`config.mk`:
```
export PLATFORM = sky130hd
export DESIGN_NAME = fft32_reorder_buf
export DESIGN_NICKNAME = d
export VERILOG_FILES = /design/src/rtl/fft32_reorder_buf.sv
export SDC_FILE = /design/constraint.sdc
export NUM_CORES = 1
export LEC_CHECK = 0
export CORE_MARGIN = 2
export CORE_UTILIZATION = 50
export CTS_CLUSTER_DIAMETER = 80
export DETAILED_ROUTE_END_ITERATION = 10
export PLACE_DENSITY = 0.76
export SLEW_MARGIN = 25
export SYNTH_ARGS = -nofsm -noshare
export SYNTH_HDL_FRONTEND = slang
export SYNTH_SLANG_ARGS = --single-unit
```
`constraint.sdc`:
```
create_clock -name clk -period 15 [get_ports clk]
set_input_delay 1.5 -clock clk [delete_from_list [all_inputs] [get_ports clk]]
set_output_delay 1.5 -clock clk [all_outputs]
set_load 0.005 [all_outputs]
```
`src/rtl/fft32_reorder_buf.sv`:
```
// fft32_reorder_buf
// -----------------
// Output stage of the 32-point FFT. It takes the two-lane, bit-reversed pairs
// from the MDC core and emits one natural-order sample per cycle.
//
// A ping-pong pair of frame buffers is used. Each buffer holds N entries of
// {Re, Im}, split into a LO bank (0..N/2-1) and a HI bank (N/2..N-1). The k-th
// accepted pair writes LO[bitrev(k)] and HI[bitrev(k)] on the same edge.
//
// Handshake: valid-only, with no backpressure. A pair is presented on every
// edge where MDC_out_valid = 1. If the write-target buffer cannot take the
// pair, it is dropped and the sticky o_overflow flag is set. FFT_out_valid
// qualifies FFTOutRe/FFTOutIm for exactly one cycle per sample.
//
// Optional feature, macro REORDER_SOF_EN:
//   Adds the FFT_out_sof output. It is 1 on the cycle where X[0] of a frame
//   is valid.
//
// Ports:
//   clk, i_rst            clock; synchronous active-high reset
//   MDCOutUp{Re,Im}       upper-lane sample = X[bitrev(k)]
//   MDCOutDown{Re,Im}     lower-lane sample = X[N/2 + bitrev(k)]
//   MDC_out_valid         input pair valid this cycle
//   FFTOut{Re,Im}         natural-order output sample (registered)
//   FFT_out_valid         output sample valid
//   FFT_out_sof           (REORDER_SOF_EN only) first sample of a frame
//   o_overflow            sticky: a pair was dropped (cleared by reset)
//   dbg_buf_state         {state of buffer 1, state of buffer 0}
module fft32_reorder_buf #(
  parameter int DATA_W = 11,
  parameter int LOG2N  = 5
) (
  input  logic                     clk,
  input  logic                     i_rst,
  input  logic signed [DATA_W-1:0] MDCOutUpRe,
  input  logic signed [DATA_W-1:0] MDCOutUpIm,
  input  logic signed [DATA_W-1:0] MDCOutDownRe,
  input  logic signed [DATA_W-1:0] MDCOutDownIm,
  input  logic                     MDC_out_valid,
  output logic signed [DATA_W-1:0] FFTOutRe,
  output logic signed [DATA_W-1:0] FFTOutIm,
  output logic                     FFT_out_valid,
`ifdef REORDER_SOF_EN
  output logic                     FFT_out_sof,
`endif
  output logic                     o_overflow,
  output logic [3:0]               dbg_buf_state
);

  localparam int HALF = 1 << (LOG2N - 1);
  localparam logic [LOG2N-2:0] WR_ONE = 1;
  localparam logic [LOG2N-1:0] RD_ONE = 1;

  typedef enum logic [1:0] {
    BUF_EMPTY    = 2'd0,
    BUF_FILLING  = 2'd1,
    BUF_FULL     = 2'd2,
    BUF_DRAINING = 2'd3
  } buf_state_t;

  buf_state_t buf_state     [2];
  buf_state_t buf_state_nxt [2];

  logic             wr_sel;
  logic             rd_sel;
  logic [LOG2N-2:0] wr_cnt;
  logic [LOG2N-1:0] rd_cnt;

  logic [2*DATA_W-1:0] mem_lo [2][HALF];
  logic [2*DATA_W-1:0] mem_hi [2][HALF];

  logic                can_read;
  logic                rd_last;
  logic                wr_free;
  logic                accept;
  logic                drop;
  logic                wr_last;
  logic [LOG2N-2:0]    wr_addr;
  logic [2*DATA_W-1:0] rd_data;

  function automatic logic [LOG2N-2:0] bitrev(input logic [LOG2N-2:0] v);
    logic [LOG2N-2:0] r;
    for (int i = 0; i < LOG2N - 1; i++) r[i] = v[LOG2N-2-i];
    return r;
  endfunction

  assign dbg_buf_state = {buf_state[1], buf_state[0]};
  assign wr_addr       = bitrev(wr_cnt);

  // Next-state logic for both buffers. The read effect is applied first,
  // then the write effect. The two can only target the same buffer when its
  // final read (index N-1) completes on the same edge that a new pair
  // arrives. In that case the buffer goes straight to FILLING, and the new
  // pair is written as k = 0.
  always_comb begin
    buf_state_nxt[0] = buf_state[0];
    buf_state_nxt[1] = buf_state[1];
    can_read = (buf_state[rd_sel] == BUF_FULL) || (buf_state[rd_sel] == BUF_DRAINING);
    rd_last  = can_read && (rd_cnt == '1);
    wr_free  = (buf_state[wr_sel] == BUF_EMPTY) || (buf_state[wr_sel] == BUF_FILLING)
               || (rd_last && (rd_sel == wr_sel));
    accept   = MDC_out_valid && wr_free;
    drop     = MDC_out_valid && !wr_free;
    wr_last  = (wr_cnt == '1);
    rd_data  = rd_cnt[LOG2N-1] ? mem_hi[rd_sel][rd_cnt[LOG2N-2:0]]
                               : mem_lo[rd_sel][rd_cnt[LOG2N-2:0]];
    if (can_read) buf_state_nxt[rd_sel] = rd_last ? BUF_EMPTY : BUF_DRAINING;
    if (accept)   buf_state_nxt[wr_sel] = wr_last ? BUF_FULL : BUF_FILLING;
  end

  always_ff @(posedge clk) begin
    if (i_rst) begin
      buf_state[0]  <= BUF_EMPTY;
      buf_state[1]  <= BUF_EMPTY;
      wr_sel        <= 1'b0;
      rd_sel        <= 1'b0;
      wr_cnt        <= '0;
      rd_cnt        <= '0;
      FFTOutRe      <= '0;
      FFTOutIm      <= '0;
      FFT_out_valid <= 1'b0;
      o_overflow    <= 1'b0;
`ifdef REORDER_SOF_EN
      FFT_out_sof   <= 1'b0;
`endif
    end else begin
      buf_state[0] <= buf_state_nxt[0];
      buf_state[1] <= buf_state_nxt[1];
      if (accept) begin
        wr_cnt <= wr_cnt + WR_ONE;
        if (wr_last) wr_sel <= ~wr_sel;
      end
      if (drop) o_overflow <= 1'b1;
      // When nothing is ready to read, only the valid strobe drops.
      // The data outputs keep their last value.
      if (can_read) begin
        FFTOutRe      <= rd_data[2*DATA_W-1:DATA_W];
        FFTOutIm      <= rd_data[DATA_W-1:0];
        FFT_out_valid <= 1'b1;
        rd_cnt        <= rd_cnt + RD_ONE;
        if (rd_last) rd_sel <= ~rd_sel;
      end else begin
        FFT_out_valid <= 1'b0;
      end
`ifdef REORDER_SOF_EN
      FFT_out_sof <= can_read && (rd_cnt == '0);
`endif
    end
  end

  // Frame storage has no reset. Stale contents are never read, because a
  // buffer only becomes readable after all N/2 pairs have been rewritten.
  always_ff @(posedge clk) begin
    if (!i_rst && accept) begin
      mem_lo[wr_sel][wr_addr] <= {MDCOutUpRe, MDCOutUpIm};
      mem_hi[wr_sel][wr_addr] <= {MDCOutDownRe, MDCOutDownIm};
    end
  end

endmodule

```
==> results.sh, run 1 <==
export IMPL_finalHoldViolations=0
export IMPL_grt_overflow_total=0
export IMPL_async_reset_ff_share_pct=0
export IMPL_drtPass1Iterations=6
export IMPL_clk_latency_ns=0.75
export IMPL_final_net_count=2995
export IMPL_cts_sink_count=1449
export IMPL_power_frac_clock_pct=42.9
export IMPL_dominantRegCellSynth="sky130_fd_sc_hd__edfxtp_1"
export IMPL_post_drt_wl_per_cell_um=31.8
export IMPL_wirelength_um=145000
export IMPL_area_fraction_in_compound_gates_after_synthesis_pct=4.66
export IMPL_mappedNetlistArea_mm2=0.0562
export IMPL_grt_max_degree=63
export IMPL_initial_core_util_pct=50.2
export IMPL_synth_cells=2804
export IMPL_main_combinational_cell_family_by_area_after_synthesis="multiplexers"
export IMPL_fp_dieH_um=339
export IMPL_setup_tns_ns=0
export IMPL_simple_gate_portion_of_the_synthesized_area_pct=1.80
export IMPL_cts_resized=0
export IMPL_drive_above_1_share_pct=23.1
export IMPL_floorplan_core_area_mm2=0.112
export IMPL_drc_errors=0
export IMPL_synthToLayoutAreaGrowth_pct=12.4
export IMPL_synth_cells_most_frequent="1,408 x sky130_fd_sc_hd__edfxtp_1, 246 x sky130_fd_sc_hd__mux2i_1, 167 x sky130_fd_sc_hd__mux2_2"
export IMPL_peakVddDrop_mv=0.101
export IMPL_netSwitchingFraction_pct=19.8
export IMPL_max_cap_violations=0
export IMPL_post_synth_fa_ha_maj_area_fraction_pct=0.134
export IMPL_power_static_leakage_nw=19.0
export IMPL_dpl_hpwl_um=79200
export IMPL_post_cts_repair_setup_buffers=0
export IMPL_place_port_buffers=74
export IMPL_power_frac_comb_pct=1.5
export IMPL_critical_path_start_type="flip-flop"
export IMPL_seq_area_frac_synth_pct=76.7
export IMPL_synth_area_leaders="sky130_fd_sc_hd__edfxtp_1 75%, sky130_fd_sc_hd__mux4_2 6.2%, sky130_fd_sc_hd__mux2i_1 4.4%, sky130_fd_sc_hd__mux2_2 3.3%, sky130_fd_sc_hd__dfxtp_1 1.5%"
export IMPL_synth_largest_area_cell="sky130_fd_sc_hd__edfxtp_1"
export IMPL_die_x_um=339
export IMPL_fmax_mhz=189
export IMPL_synth_area_per_cell_um2=20.0
export IMPL_rsz0062_at_grt="false"
export IMPL_synth_net_count=2857
export IMPL_ctsRootBufferMaster="sky130_fd_sc_hd__clkbuf_16"
export IMPL_setup_worst_path_end_class="flip-flop"
export IMPL_pin_count=75
export IMPL_synthMostInstantiatedCell="sky130_fd_sc_hd__edfxtp_1"
export IMPL_first_global_vias=29933
export IMPL_relSlewSlack_pct=25.4
export IMPL_row_count=123
export IMPL_grt_first_pass_wirelength_um=209000
export IMPL_clock_buffer_depth=3
export IMPL_netlist_cell_type_count=57
export IMPL_run_status="finished, final reports clean"
export IMPL_synth_seq_cells=1449
export IMPL_cts_made_buffers=139
export IMPL_final_min_period_over_clock_period_pct=35.3
export IMPL_cellInternalPower_w=0.00643
export IMPL_synth_enable_flop_cells=1408
export IMPL_gr_usage_all_layers_pct=25.1
export IMPL_clock_skew_ns=0.0322
export IMPL_holdBufCountCts=0
export IMPL_layout_area_seq_mm2=0.0431
export IMPL_gp_congestion=0.832
export IMPL_critPathKind="flip-flop to flip-flop"
export IMPL_power_sequential_fraction_pct=55.5
export IMPL_max_slew_worst_pin_slew_ns=1.12
export IMPL_filler_cell_count=8134
export IMPL_worst_endpoint_arrival_ns=5.92
export IMPL_synthDominantCellAreaShare_pct=75.2
export IMPL_finalWorstPathRequiredPeriod_ns=5.30
export IMPL_ys_warnings_count=0
export IMPL_multiInputGateArea_mm2=0.0125
export IMPL_hold_path_class="flip-flop to flip-flop"
export IMPL_cts_htree_levels=4
export IMPL_cts_reportedPaths_clkPinSlew_ns=0.06
export IMPL_synth_mux_area_share_pct=15.0
export IMPL_cp_data_required_time_ns=15.62
export IMPL_critical_path_peak_fanout=61
export IMPL_final_antenna_net_count=0
export IMPL_power_w=0.00802
export IMPL_die_area_mm2=0.115
export IMPL_synth_xor_area_share_pct=0.109
export IMPL_initial_antenna_violation_count=10
export IMPL_initialDrtViolationCount=4312
export IMPL_route_detailed_vias_per_inst=6.42
export IMPL_cts_tree="built"
export IMPL_setup_viol_count_final=0
export IMPL_drv_slew=0
export IMPL_switchingPower_w=0.00159
export IMPL_p_per_area_mw_per_mm2=127
export IMPL_num_vias=29272
## through the flow
step / setup WS (ns) / hold slack, ns / instances / util, % / cell area, µm²
5_1_grt: 9.38 / 0.513 / 4555 / 56.4 / 63200
3_5_place_dp: 9.26 / 0.472 / 4299 / 52.5 / 58800
3_3_place_gp: 9.20 / 0.469 / 4299 / 52.5 / 58800
4_1_cts: 9.28 / 0.488 / 4553 / 56.5 / 63300
2_1_floorplan: 8.34 / 0.460 / 2804 / - / 56200
6_report: 9.70 / 0.485 / 4556 / 56.4 / 63200
## worst paths after layout
check | startpoint | end | slack, ns | depth (start not counted)
min reg2reg | o_overflow | o_overflow | 0.48 | 2
min | o_overflow | o_overflow | 0.48 | 2
max reg2reg | flip-flop | FFTOutIm[1] | 9.70 | 9
max | flip-flop | FFTOutIm[1] | 9.70 | 9
## sequential cells by signal, summed over array words and instances, names as in the netlist, named ones only
signal         count
o_overflow         1
FFT_out_valid      1
rd_cnt             5
wr_sel             1
mem_lo           704
wr_cnt             4
mem_hi           704
FFTOutRe          11
FFTOutIm          11
rd_sel             1
buf_state          4
## per-layer routing
metal	global-route usage, %	up-vias	wire length [µm]
met4	9.14	8	5260
met3	7.36	324	19600
met2	38.2	2037	66400
met1	34.7	15029	53700
met5	0	-	50
li1	-	11874	-
## cell type report
type                       instances  area share, %
timing repair buffer             157           1.97
clock inverter                    67           1.04
tap                             1500           2.97
clock buffer                     187           6.03
inverter                           4         0.0238
sequential                      1449           68.2
multi-input combinational       1191           19.7
antenna                            1        0.00396
## logic make-up after synthesis
logic type / after synthesis
DFF: 1449
AOI/OAI and AO/OA: 349
adders and majority gates: 6
buffers and inverters: 164
muxes: 617
and+or+nand+nor: 212
xor gates and xnor gates: 7
## worst max-delay path, cell delays in order, from the launching register on
cell and delay [ns]:
sky130_fd_sc_hd__dfxtp_4 0.88, sky130_fd_sc_hd__buf_4 0.86, sky130_fd_sc_hd__buf_4 0.70, sky130_fd_sc_hd__buf_4 0.54, sky130_fd_sc_hd__buf_4 0.84, sky130_fd_sc_hd__mux2_2 0.43, sky130_fd_sc_hd__a222oi_1 0.45, sky130_fd_sc_hd__nand2_1 0.09
sky130_fd_sc_hd__a21boi_1 0.16, sky130_fd_sc_hd__o211ai_1 0.11
## power by group through the flow
stage | combinational [W] | clock, W | sequential (W)
after floorplan | 0.0000284 | 0 | 0.00454
after global placement | 0.000116 | 0 | 0.00454
after detailed placement | 0.000122 | 0 | 0.00454
after CTS | 0.000123 | 0.00347 | 0.00446
after global routing | 0.000128 | 0.00363 | 0.00445
final | 0.000121 | 0.00344 | 0.00445
## layout by cell type (no fill, tap or decap), types with 27 or more instances in the layout
cell,n
sky130_fd_sc_hd__nand2_1,63
sky130_fd_sc_hd__buf_4,79
sky130_fd_sc_hd__mux2i_1,246
sky130_fd_sc_hd__o22ai_1,64
sky130_fd_sc_hd__o21ai_0,27
sky130_fd_sc_hd__nor2_4,27
sky130_fd_sc_hd__clkdlybuf4s50_1,42
sky130_fd_sc_hd__clkbuf_16,143
sky130_fd_sc_hd__o211ai_1,49
sky130_fd_sc_hd__mux4_2,155
sky130_fd_sc_hd__a21oi_1,30
sky130_fd_sc_hd__clkbuf_1,37
sky130_fd_sc_hd__clkinv_1,29
sky130_fd_sc_hd__mux2_1,35
sky130_fd_sc_hd__edfxtp_1,1408
sky130_fd_sc_hd__a22oi_1,32
sky130_fd_sc_hd__buf_2,32
sky130_fd_sc_hd__mux2_2,167
sky130_fd_sc_hd__dfxtp_1,36
sky130_fd_sc_hd__nor2_1,35
No activity file was read; power rests on OpenSTA's default activity.
==> run 2, diff against run 1 <==
Clock period 15 ns to 5 ns, I/O delays scaled along.
==> run 2 against run 1 <==
Compared with the run above: worst hold slack lost 0.20 ns; routed wire length shrank 4.9%; count of clock-buffer cells in the layout shrank 14; setup slack lost 8.6 ns; register-to-register slack lost 8.6 ns; critical path type unchanged; critical endpoint is now mem_lo[0][222]; largest power group unchanged.
==> results.sh, run 2 (synthesized netlist as in run 1, its figures left out) <==
export IMPL_run_status="finished, final reports clean"
export IMPL_place_port_buffers=74
export IMPL_cts_sink_count=1449
export IMPL_clock_buffer_depth=3
export IMPL_worst_setup_path_startpoint="rd_cnt[3]"
export IMPL_r2r_start="rd_cnt[3]"
export IMPL_drtPass1Iterations=6
export IMPL_grt_overflow_total=0
export IMPL_post_drt_wl_per_cell_um=30.2
export IMPL_r2r_worst_path_cells=7
export IMPL_cts_made_buffers=137
export IMPL_finalWorstPathRequiredPeriod_ns=3.85
export IMPL_synthToLayoutAreaGrowth_pct=13.1
export IMPL_holdBufCountCts=0
export IMPL_gp_congestion=0.869
export IMPL_dr_max_layer_used="met5"
export IMPL_pin_count=75
export IMPL_drv_slew=0
export IMPL_crit_path_top_delay_cell="sky130_fd_sc_hd__dfxtp_4"
export IMPL_initialDrtViolationCount=4225
export IMPL_p_per_area_mw_per_mm2=380
export IMPL_hold_path_class="primary input to flip-flop"
export IMPL_clk_latency_ns=0.74
export IMPL_die_area_mm2=0.115
export IMPL_met2WireLength_um=66300
export IMPL_final_net_count=3015
export IMPL_setup_tns_ns=0
export IMPL_power_frac_clock_pct=43.0
export IMPL_met1_length_um=51600
export IMPL_gr_usage_all_layers_pct=23.8
export IMPL_relSlewSlack_pct=31.9
export IMPL_row_count=123
export IMPL_power_frac_comb_pct=1.6
export IMPL_netSwitchingFraction_pct=19.5
export IMPL_final_min_period_over_clock_period_pct=77.0
export IMPL_finalHoldViolations=0
export IMPL_max_slew_worst_pin_slew_ns=1.02
export IMPL_cts_reportedPaths_clkPinSlew_ns=0.06
export IMPL_initial_antenna_violation_count=4
export IMPL_fp_dieH_um=339
export IMPL_drive_above_1_share_pct=23.6
export IMPL_layout_cells_most_common_list="1,408 x sky130_fd_sc_hd__edfxtp_1, 246 x sky130_fd_sc_hd__mux2i_1, 167 x sky130_fd_sc_hd__mux2_2"
export IMPL_cp_data_required_time_ns=5.36
export IMPL_peakVddDrop_mv=0.353
export IMPL_num_vias=28902
export IMPL_grt_first_pass_wirelength_um=200000
export IMPL_critPathKind="flip-flop to flip-flop"
export IMPL_power_w=0.0241
export IMPL_setup_viol_count_final=0
export IMPL_drc_errors=0
export IMPL_grt_max_degree=148
export IMPL_dpl_hpwl_um=78500
export IMPL_fmax_mhz=260
export IMPL_worst_slack_at_placement_ns=1.21
export IMPL_die_x_um=339
export IMPL_cts_resized=0
export IMPL_floorplan_core_area_mm2=0.112
export IMPL_worst_endpoint_arrival_ns=4.21
export IMPL_timing_critical_path_to="mem_lo[0][222]"
export IMPL_r2r_end="mem_lo[0][222]"
export IMPL_rsz0062_at_grt="false"
export IMPL_wirelength_um=138000
export IMPL_setup_worst_path_end_class="flip-flop"
export IMPL_post_cts_repair_setup_buffers=0
export IMPL_cts_htree_levels=4
export IMPL_worst_slack_ns=1.15
export IMPL_first_global_vias=29243
export IMPL_met3_wirelength_um=14900
export IMPL_clock_skew_ns=0.0304
export IMPL_crit_path_cell_trace="and3_1 > ha_1 > a31oi_2 > nor3_2 > nand2_1 > nor2_4 > buf_4"
export IMPL_final_common_cell="sky130_fd_sc_hd__edfxtp_1"
export IMPL_reg2reg_setup_slack_ns=1.15
export IMPL_critical_path_peak_fanout=45
export IMPL_route_detailed_vias_per_inst=6.32
export IMPL_switchingPower_w=0.00472
export IMPL_power_static_leakage_nw=19.1
export IMPL_largest_stage_delay_worst_path_ns=0.75
export IMPL_cts_tree="built"
export IMPL_max_cap_violations=0
export IMPL_initial_core_util_pct=50.2
export IMPL_cellInternalPower_w=0.0194
export IMPL_critical_path_start_type="flip-flop"
export IMPL_final_antenna_net_count=0
export IMPL_ctsRootBufferMaster="sky130_fd_sc_hd__clkbuf_16"
export IMPL_power_sequential_fraction_pct=55.4
export IMPL_reg_top3="mem_hi (704), mem_lo (704)"
-- run 2: area by class of cell --
type / instances / area, µm²
well taps: 1500 / 1880
multi-input cells: 1191 / 12500
flip-flops and latches: 1449 / 43100
repair buffers: 179 / 1570
clock inverters: 75 / 812
fillers: 8015 / 48400
clock buffers: 173 / 3690
inverters: 4 / 15.0
diodes: 1 / 2.50
-- run 2: layer usage --
metal  GRT usage [%]  vias up
met5               0        -
met4            8.82        2
met3            5.30      283
met2            38.2     1798
met1            32.3    14913
li1                -    11906
-- run 2: critical path: cells and delay by family (launching register included) --
family,cells,cell delay (ns)
simple gates,4,1.63
flops,1,0.75
buf+inv,1,0.55
fa+ha+maj,1,0.27
compound gates,1,0.22
-- run 2: power by group through the flow --
stage               Clock (W)  Sequential, W  Combinational, W
global placement            0         0.0136          0.000372
finish                 0.0104         0.0134          0.000391
global route           0.0109         0.0134          0.000411
floorplan                   0         0.0136         0.0000856
detailed placement          0         0.0136          0.000390
CTS                    0.0105         0.0134          0.000392
-- run 2: worst min path at each step --
stage | from | to | slack (ns) | cells past startpoint
after floorplan | o_overflow | o_overflow | 0.46 | 2
after global placement | rd_cnt[4] | rd_cnt[4] | 0.50 | 2
after detailed placement | o_overflow | o_overflow | 0.51 | 2
after CTS | MDCOutDownIm[3] | mem_hi[1][267] | 0.28 | 1
after global routing | MDCOutUpIm[1] | mem_lo[0][265] | 0.29 | 1
final | MDCOutUpIm[3] | mem_lo[0][47] | 0.28 | 1
-- run 2: stage by stage --
step	hold WS, ns	std cells	util (%)	cell area, µm²
6_report	0.281	4572	56.8	63600
5_1_grt	0.288	4571	56.8	63600
3_3_place_gp	0.500	4322	52.8	59100
3_5_place_dp	0.512	4322	52.8	59100
2_1_floorplan	0.460	2804	-	56200
4_1_cts	0.277	4570	56.8	63600
